$ cat config.mk
export PLATFORM = sky130hd
export DESIGN_NAME = tpu_multislot_flat
export DESIGN_NICKNAME = d
export VERILOG_FILES = /design/src/rtl/tpu_multislot_if.sv /design/src/rtl/tpu_multislot.sv /design/src/flat_wrapper.sv
export SDC_FILE = /design/constraint.sdc
export NUM_CORES = 1
export LEC_CHECK = 0
export BUFFER_PORTS_ARGS = -buffer_cell sky130_fd_sc_hd__buf_2
export CAP_MARGIN = 20
export CORE_MARGIN = 2
export CORE_UTILIZATION = 40
export CTS_CLUSTER_SIZE = 20
export DETAILED_ROUTE_END_ITERATION = 10
export GPL_TIMING_DRIVEN = 0
export PLACE_DENSITY = 0.66
export RECOVER_POWER = 100
export SLEW_MARGIN = 30
export SYNTH_ARGS = -nofsm -noshare
export SYNTH_HDL_FRONTEND = slang
export SYNTH_SLANG_ARGS = --single-unit
$ cat constraint.sdc
create_clock -name SYS_CLK -period 2.79 [get_ports SYS_CLK]
set_input_delay 0.558 -clock SYS_CLK [delete_from_list [all_inputs] [get_ports SYS_CLK]]
set_output_delay 0.558 -clock SYS_CLK [all_outputs]
set_load 0.02 [all_outputs]
$ cat src/rtl/tpu_multislot_if.sv
// Host byte bus and radio-side outputs of the multislot timing processing unit.
// The host drives the master side; the timing unit is the slave.
interface tpu_multislot_if #(
    parameter int N_CH = 4
);
    logic [7:0]      addr;
    logic [7:0]      data_in;
    logic            we;
    logic [7:0]      data_out;
    logic            TPUINT;
    logic [N_CH-1:0] G_CLK_EN;

    modport master (
        output addr, data_in, we,
        input  data_out, TPUINT, G_CLK_EN
    );

    modport slave (
        input  addr, data_in, we,
        output data_out, TPUINT, G_CLK_EN
    );
endinterface

$ cat src/rtl/tpu_multislot.sv
// Timing processing unit: byte register file, prescaled frame timer and
// N_CH programmable slot-gate channels with wrap-around and one-shot windows.
module tpu_multislot #(
    parameter int N_CH    = 4,
    parameter int TIME_W  = 7,
    parameter int PRESC_W = 16
) (
    input  logic             SYS_CLK,
    input  logic             RST,
    tpu_multislot_if.slave   bus
);
    localparam logic [7:0] A_CTRL    = 8'h00;
    localparam logic [7:0] A_STATUS  = 8'h01;
    localparam logic [7:0] A_PRESC_L = 8'h02;
    localparam logic [7:0] A_PRESC_H = 8'h03;
    localparam logic [7:0] A_INT_T   = 8'h04;
    localparam logic [7:0] A_TIME    = 8'h05;
    localparam logic [7:0] A_CH_EN   = 8'h06;
    localparam logic [7:0] A_ONESHOT = 8'h07;
    localparam logic [7:0] A_ACTIVE  = 8'h08;
    localparam logic [7:0] A_CH_BASE = 8'h10;
    localparam logic [7:0] A_CH_END  = 8'(16 + 2 * N_CH);

    logic               r_run;
    logic               r_intmsk;
    logic               r_intflag;
    logic               r_frameflag;
    logic [PRESC_W-1:0] r_presc;
    logic [PRESC_W-1:0] r_pcnt;
    logic [TIME_W-1:0]  r_int_time;
    logic [TIME_W-1:0]  r_time;
    logic [N_CH-1:0]    r_ch_en;
    logic [N_CH-1:0]    r_oneshot;
    logic [N_CH-1:0]    r_gate;
    logic [TIME_W-1:0]  r_start [N_CH];
    logic [TIME_W-1:0]  r_len   [N_CH];
    logic [7:0]         r_dout;

    logic               w_wr_ctrl, w_wr_status, w_rsttpu, w_tick, w_ch_hit, w_ch_wr, w_ch_len;
    logic [2:0]         w_ch_idx;
    logic [TIME_W-1:0]  w_time_nxt;
    logic [15:0]        w_presc16;
    logic [N_CH-1:0]    w_win;
    logic [N_CH-1:0]    w_fall;
    logic [7:0]         w_rdata;

    assign w_wr_ctrl   = bus.we && (bus.addr == A_CTRL);
    assign w_wr_status = bus.we && (bus.addr == A_STATUS);
    assign w_rsttpu    = w_wr_ctrl && bus.data_in[0];
    assign w_tick      = r_run && (r_pcnt >= r_presc);
    assign w_time_nxt  = r_time + TIME_W'(1);
    assign w_presc16   = 16'(r_presc);
    assign w_ch_hit    = (bus.addr >= A_CH_BASE) && (bus.addr < A_CH_END);
    assign w_ch_wr     = bus.we && w_ch_hit;
    assign w_ch_idx    = bus.addr[3:1];
    assign w_ch_len    = bus.addr[0];

    // Window test per channel; the modular difference handles windows that wrap through 0
    always_comb begin
        w_win = '0;
        for (int c = 0; c < N_CH; c++) begin
            w_win[c] = r_run & r_ch_en[c] & (TIME_W'(r_time - r_start[c]) < r_len[c]);
        end
        w_fall = r_gate & ~w_win & {N_CH{~w_rsttpu}};
    end

    // Register read mux
    always_comb begin
        w_rdata = 8'h00;
        case (bus.addr)
            A_CTRL:    w_rdata = {5'b00000, r_run, r_intmsk, 1'b0};
            A_STATUS:  w_rdata = {6'b000000, r_frameflag, r_intflag};
            A_PRESC_L: w_rdata = w_presc16[7:0];
            A_PRESC_H: w_rdata = w_presc16[15:8];
            A_INT_T:   w_rdata = 8'(r_int_time);
            A_TIME:    w_rdata = 8'(r_time);
            A_CH_EN:   w_rdata = 8'(r_ch_en);
            A_ONESHOT: w_rdata = 8'(r_oneshot);
            A_ACTIVE:  w_rdata = 8'(r_gate);
            default: begin
                w_rdata = 8'h00;
                for (int c = 0; c < N_CH; c++) begin
                    w_rdata = w_rdata | ((w_ch_hit && (w_ch_idx == 3'(c))) ?
                              (w_ch_len ? 8'(r_len[c]) : 8'(r_start[c])) : 8'h00);
                end
            end
        endcase
    end

    // Host-written configuration, control bits and read data
    always_ff @(posedge SYS_CLK) begin
        if (RST) begin
            r_run      <= 1'b0;
            r_intmsk   <= 1'b0;
            r_presc    <= '0;
            r_int_time <= '0;
            r_oneshot  <= '0;
            r_dout     <= 8'h00;
            for (int c = 0; c < N_CH; c++) begin
                r_start[c] <= '0;
                r_len[c]   <= '0;
            end
        end else begin
            r_dout <= w_rdata;
            if (w_wr_ctrl) begin
                r_intmsk <= bus.data_in[1];
                r_run    <= bus.data_in[2];
            end
            if (bus.we && (bus.addr == A_PRESC_L)) r_presc <= PRESC_W'({w_presc16[15:8], bus.data_in});
            if (bus.we && (bus.addr == A_PRESC_H)) r_presc <= PRESC_W'({bus.data_in, w_presc16[7:0]});
            if (bus.we && (bus.addr == A_INT_T))   r_int_time <= bus.data_in[TIME_W-1:0];
            if (bus.we && (bus.addr == A_ONESHOT)) r_oneshot  <= bus.data_in[N_CH-1:0];
            for (int c = 0; c < N_CH; c++) begin
                if (w_ch_wr && (w_ch_idx == 3'(c))) begin
                    if (w_ch_len) r_len[c]   <= bus.data_in[TIME_W-1:0];
                    else          r_start[c] <= bus.data_in[TIME_W-1:0];
                end
            end
        end
    end

    // Prescaler, frame timer, status flags, gates and one-shot enable clearing
    always_ff @(posedge SYS_CLK) begin
        if (RST) begin
            r_pcnt      <= '0;
            r_time      <= '0;
            r_intflag   <= 1'b0;
            r_frameflag <= 1'b0;
            r_gate      <= '0;
            r_ch_en     <= '0;
        end else begin
            if (w_rsttpu || w_tick) r_pcnt <= '0;
            else if (r_run)         r_pcnt <= r_pcnt + PRESC_W'(1);

            if (w_rsttpu)    r_time <= '0;
            else if (w_tick) r_time <= w_time_nxt;

            // A flag set outranks a simultaneous write-1-to-clear
            if (w_tick && !w_rsttpu && (w_time_nxt == r_int_time)) r_intflag <= 1'b1;
            else if (w_wr_status && bus.data_in[0])                  r_intflag <= 1'b0;
            if (w_tick && !w_rsttpu && (w_time_nxt == '0))           r_frameflag <= 1'b1;
            else if (w_wr_status && bus.data_in[1])                  r_frameflag <= 1'b0;

            r_gate <= w_rsttpu ? '0 : w_win;

            if (bus.we && (bus.addr == A_CH_EN)) r_ch_en <= bus.data_in[N_CH-1:0];
            else                                 r_ch_en <= r_ch_en & ~(r_oneshot & w_fall);
        end
    end

    assign bus.data_out = r_dout;
    assign bus.G_CLK_EN = r_gate;
    assign bus.TPUINT   = r_intflag & ~r_intmsk;
endmodule

$ cat src/flat_wrapper.sv
// flat-port wrapper written by rule: the top's interface ports become plain ports
module tpu_multislot_flat 
#(
    parameter int N_CH    = 4,
    parameter int TIME_W  = 7,
    parameter int PRESC_W = 16
)
  (SYS_CLK, RST, bus_addr, bus_data_in, bus_we, bus_data_out, bus_TPUINT, bus_G_CLK_EN);
  tpu_multislot_if #(.N_CH(N_CH)) bus_i ();
  input  logic SYS_CLK;
  input  logic RST;
  input wire logic [$bits(bus_i.addr)-1:0] bus_addr;
  input wire logic [$bits(bus_i.data_in)-1:0] bus_data_in;
  input wire logic [$bits(bus_i.we)-1:0] bus_we;
  output wire logic [$bits(bus_i.data_out)-1:0] bus_data_out;
  output wire logic [$bits(bus_i.TPUINT)-1:0] bus_TPUINT;
  output wire logic [$bits(bus_i.G_CLK_EN)-1:0] bus_G_CLK_EN;
  assign bus_i.addr = bus_addr;
  assign bus_i.data_in = bus_data_in;
  assign bus_i.we = bus_we;
  assign bus_data_out = bus_i.data_out;
  assign bus_TPUINT = bus_i.TPUINT;
  assign bus_G_CLK_EN = bus_i.G_CLK_EN;
  tpu_multislot #(.N_CH(N_CH), .TIME_W(TIME_W), .PRESC_W(PRESC_W)) u_core (.SYS_CLK(SYS_CLK), .RST(RST), .bus(bus_i));
endmodule
==> impl_metrics.toml <==
[run_status]
outcome = "complete, but fails checks"
failing_checks = "negative setup slack"

[cts]
cts.root.buffer_cell = "sky130_fd_sc_hd__clkbuf_16"
number_of_hold_buffers_added_after_cts = 0
numCtsBuffers = 17
clock_tree_buf_depth = 2
cts_tree = "yes"
clk-insertion-delay-late_ns = 0.43
cts.sinks = 126
cts.htree.levels = 4
clkTransAtPathRegs_ns = 0.06

[route]
drt_drc_violations_left = 0
drt_iter0_drc = 734
routed_wire_length_per_instance_um = 19.46
detail_route.wirelength_mm = 23.02
detail_route.first_pass.iterations = 5
drtAntennaViolNets = 0
mean_number_of_vias_per_cell = 5.485
routed-via-count = 6489

[finish]
stdcell_area_sq_mm = 0.009150
final_cell_count_no_fill = 1183
drive_above_1_share_pct = 12.64
antenna-diode-count = 0
post_route_core_utilization_pct = 46.86
flow.area_growth_from_synthesis_pct = 14.30
nets = 995

[worst_setup_path]
reg2reg_slack_ns = 0
worstReg2RegStart = "u_core.r_time[0]"
cp-startpoint = "bus_addr[3]"
worst-r2r-cell-count = 15
worst-setup-path-type = "in2reg"
crit_fanout = 10
worstPathArrival_ns = 3.13
cp.required_ns = 3.11
worstSetupEndpointType = "flip-flop"
crit_path_start_kind = "primary input"

[place]
port_buffers = 30
placedInstanceArea_sq_mm = 0.008487
detailedPlace.worstSlack_ns = -0.5018
gp_routability_congestion = 0.9949
dp_hpwl_mm = 16.79
placed_cells_incl_taps = 1139

[grt]
grt.total_usage_pct = 22.07
grt_start_max_net_pins = 17
antenna_found_initial = 0
global_route_wire_length_before_repair_mm = 35.36
overflow = 0
grt_pass1_vias = 6213

[logic_synthesis]
proportion_of_synthesized_area_in_mux_cells_pct = 7.362
synth.cell_area_sq_mm = 0.008005
dominantRegCellSynth = "sky130_fd_sc_hd__dfxtp_1"
synthCells = 844
post_synth_num_cell_types = 71
synth.yosys.seq_area_share_pct = 38.51
ys.warnings.count = 0
synth-xor-area-share_pct = 5.361
netlist_top_cells_area = "sky130_fd_sc_hd__edfxtp_1 21%, sky130_fd_sc_hd__dfxtp_1 18%, sky130_fd_sc_hd__ha_1 10%"
main_combinational_cell_family_by_area_after_synthesis = "simple AND/OR/NAND/NOR gates"
postSynthAreaPerCell_sq_um = 9.485
mappedNetlistNets = 934
synth_simple_gate_area_share_pct = 18.07
netlist.top_cell.by_area = "sky130_fd_sc_hd__edfxtp_1"
yosys.area_share.adder_pct = 11.47
synthArstFlopShare_pct = 0
synth.ff_latch_count = 126
synth-compound-area-share_pct = 13.33
synth-edff-count = 56
post-synth-top-area-fraction_pct = 21.01

[timing]
number_of_hold_violations_in_the_final_report = 0
setup-tns-final_ns = -0.03231
timing_worst_slew_pin_value_ns = 0.8364
unrepaired_setup_endpoints_after_global_routing = "true"
fin_worst_hold_slack_ns = 0.3943
final_max_slew_viol_count = 0
max_freq_mhz = 356.4
timing.clock.skew_ns = 0.004899
setup_violations = 3
timing.final.crit_period_ns = 2.806
slew_headroom_pct = 44.24
layout_worst_path_cycle_share_pct = 100.6
worst_slack_ns = -0.01597

[power]
worst_ir_drop_vdd_mv = 0.3151
static-leakage-power_nw = 3.763
report.power.total_mw = 4.501
power-per-cell-area_mw_per_mm2 = 491.9

[die]
placement_rows = 51
die_y_um = 145.5
die_area_sq_mm = 0.02116
io_pins = 32
initial_utilization_pct = 41.00
die_width_um = 145.5
placeableCoreArea_sq_mm = 0.01953

[worst_hold_path]
timing.hold.worst_path_depth = 3
start_point_of_the_worst_hold_path = "bus_data_in[7]"
hold_path_class = "in2reg"

[run]
max_cap_violations = 0
[worst max-delay path, stage by stage]
cell and delay (ns):
sky130_fd_sc_hd__clkbuf_1 0.20, sky130_fd_sc_hd__or4_1 0.65, sky130_fd_sc_hd__nor3b_1 0.66, sky130_fd_sc_hd__clkbuf_2 0.39, sky130_fd_sc_hd__a31oi_1 0.14, sky130_fd_sc_hd__o22a_1 0.22, sky130_fd_sc_hd__a21oi_1 0.30
[timing repair]
item	in CTS	in global routing
pin swaps	14	13
buffers inserted	9	3
cloned	0	0
gates resized for setup	25	10
setup endpoints to repair	8	15
[report_power, final]
part	internal (mW)	switching, mW
Sequential	1.97	0.0280
Clock	1.21	0.870
Combinational	0.155	0.266
[logic make-up after synthesis]
logic type | Yosys count
adders and majority gates | 71
muxes | 55
DFF | 126
xor gates and xnor gates | 49
AOI/OAI and AO/OA | 160
and+or+nand+nor | 270
buffers and inverters | 113
[registers in the layout, indices dropped and copies added (netlist names)]
signal	count
u_core.r_intmsk	1
u_core.bus.G_CLK_EN	4
u_core.r_intflag	1
u_core.r_int_time	7
u_core.r_time	7
u_core.r_presc	16
u_core.bus.data_out	8
u_core.r_start	28
u_core.r_run	1
u_core.r_oneshot	4
u_core.r_ch_en	4
u_core.r_len	28
u_core.r_pcnt	16
u_core.r_frameflag	1
[layout make-up]
class	count	area, sq um
plain buffers	37	165.2
clock inverters	15	125.1
clock buffers	17	425.4
flip-flops and latches	126	3093
well taps	265	331.6
inverters	76	292.8
multi-input cells	605	4493
fillers	1903	10380
repair buffers	42	224.0
[layer usage]
| metal | track usage (%) | up-vias | routed length, um | part of all wire, % |
|---|---|---|---|---|
| li1 | - | 3103 | - | - |
| met1 | 28.49 | 3088 | 9948 | 43 |
| met2 | 35.62 | 249 | 10600 | 46 |
| met3 | 5.266 | 49 | 1707 | 7.4 |
| met4 | 9.118 | 0 | 762 | 3.3 |
| met5 | 0 | - | 0 | 0 |
[layout by cell type (no fill, tap or decap), drive strengths merged, types with 3 or more instances in the layout]
master    netlist  final
o22ai           6      6
nor3            9      9
mux2i          51     51
nand4          16     16
nor2           75     75
edfxtp         56     56
nand2b          9      9
clkbuf         21     64
nand3          17     17
fa              4      4
nor2b           6      6
o21ai          22     22
o21bai         16     16
a31oi          16     16
xor2           20     20
o221ai          4      4
clkinv          0      8
a211o           5      5
a31o            5      5
buf            16     32
a21o           10     10
xnor2          29     29
a211oi          3      3
a221oi          5      5
a21oi          46     46
clkinvlp        0      6
ha             67     67
nand3b          3      3
dfxtp          70     70
or3             5      5
nand2          55     55
and2           59     59
mux4            3      3
inv            76     76
a22oi           3      3
a32o            4      4
[cell usage after synthesis, drive strengths merged, types with 10 or more instances]
cell type	count
nand4	16
o21ai	22
and2	59
a21oi	46
dfxtp	70
nor2	75
nand2	55
edfxtp	56
inv	76
a31oi	16
nand3	17
o21bai	16
ha	67
mux2i	51
clkbuf	21
buf	16
xor2	20
a21o	10
xnor2	29
[worst paths after layout]
check	to
setup / recovery	u_core.bus.data_out[2]
hold / removal	u_core.r_presc[15]
setup reg to reg	u_core.r_ch_en[0]
hold reg to reg	u_core.r_presc[3]
Power figures use the tool's default switching activity.
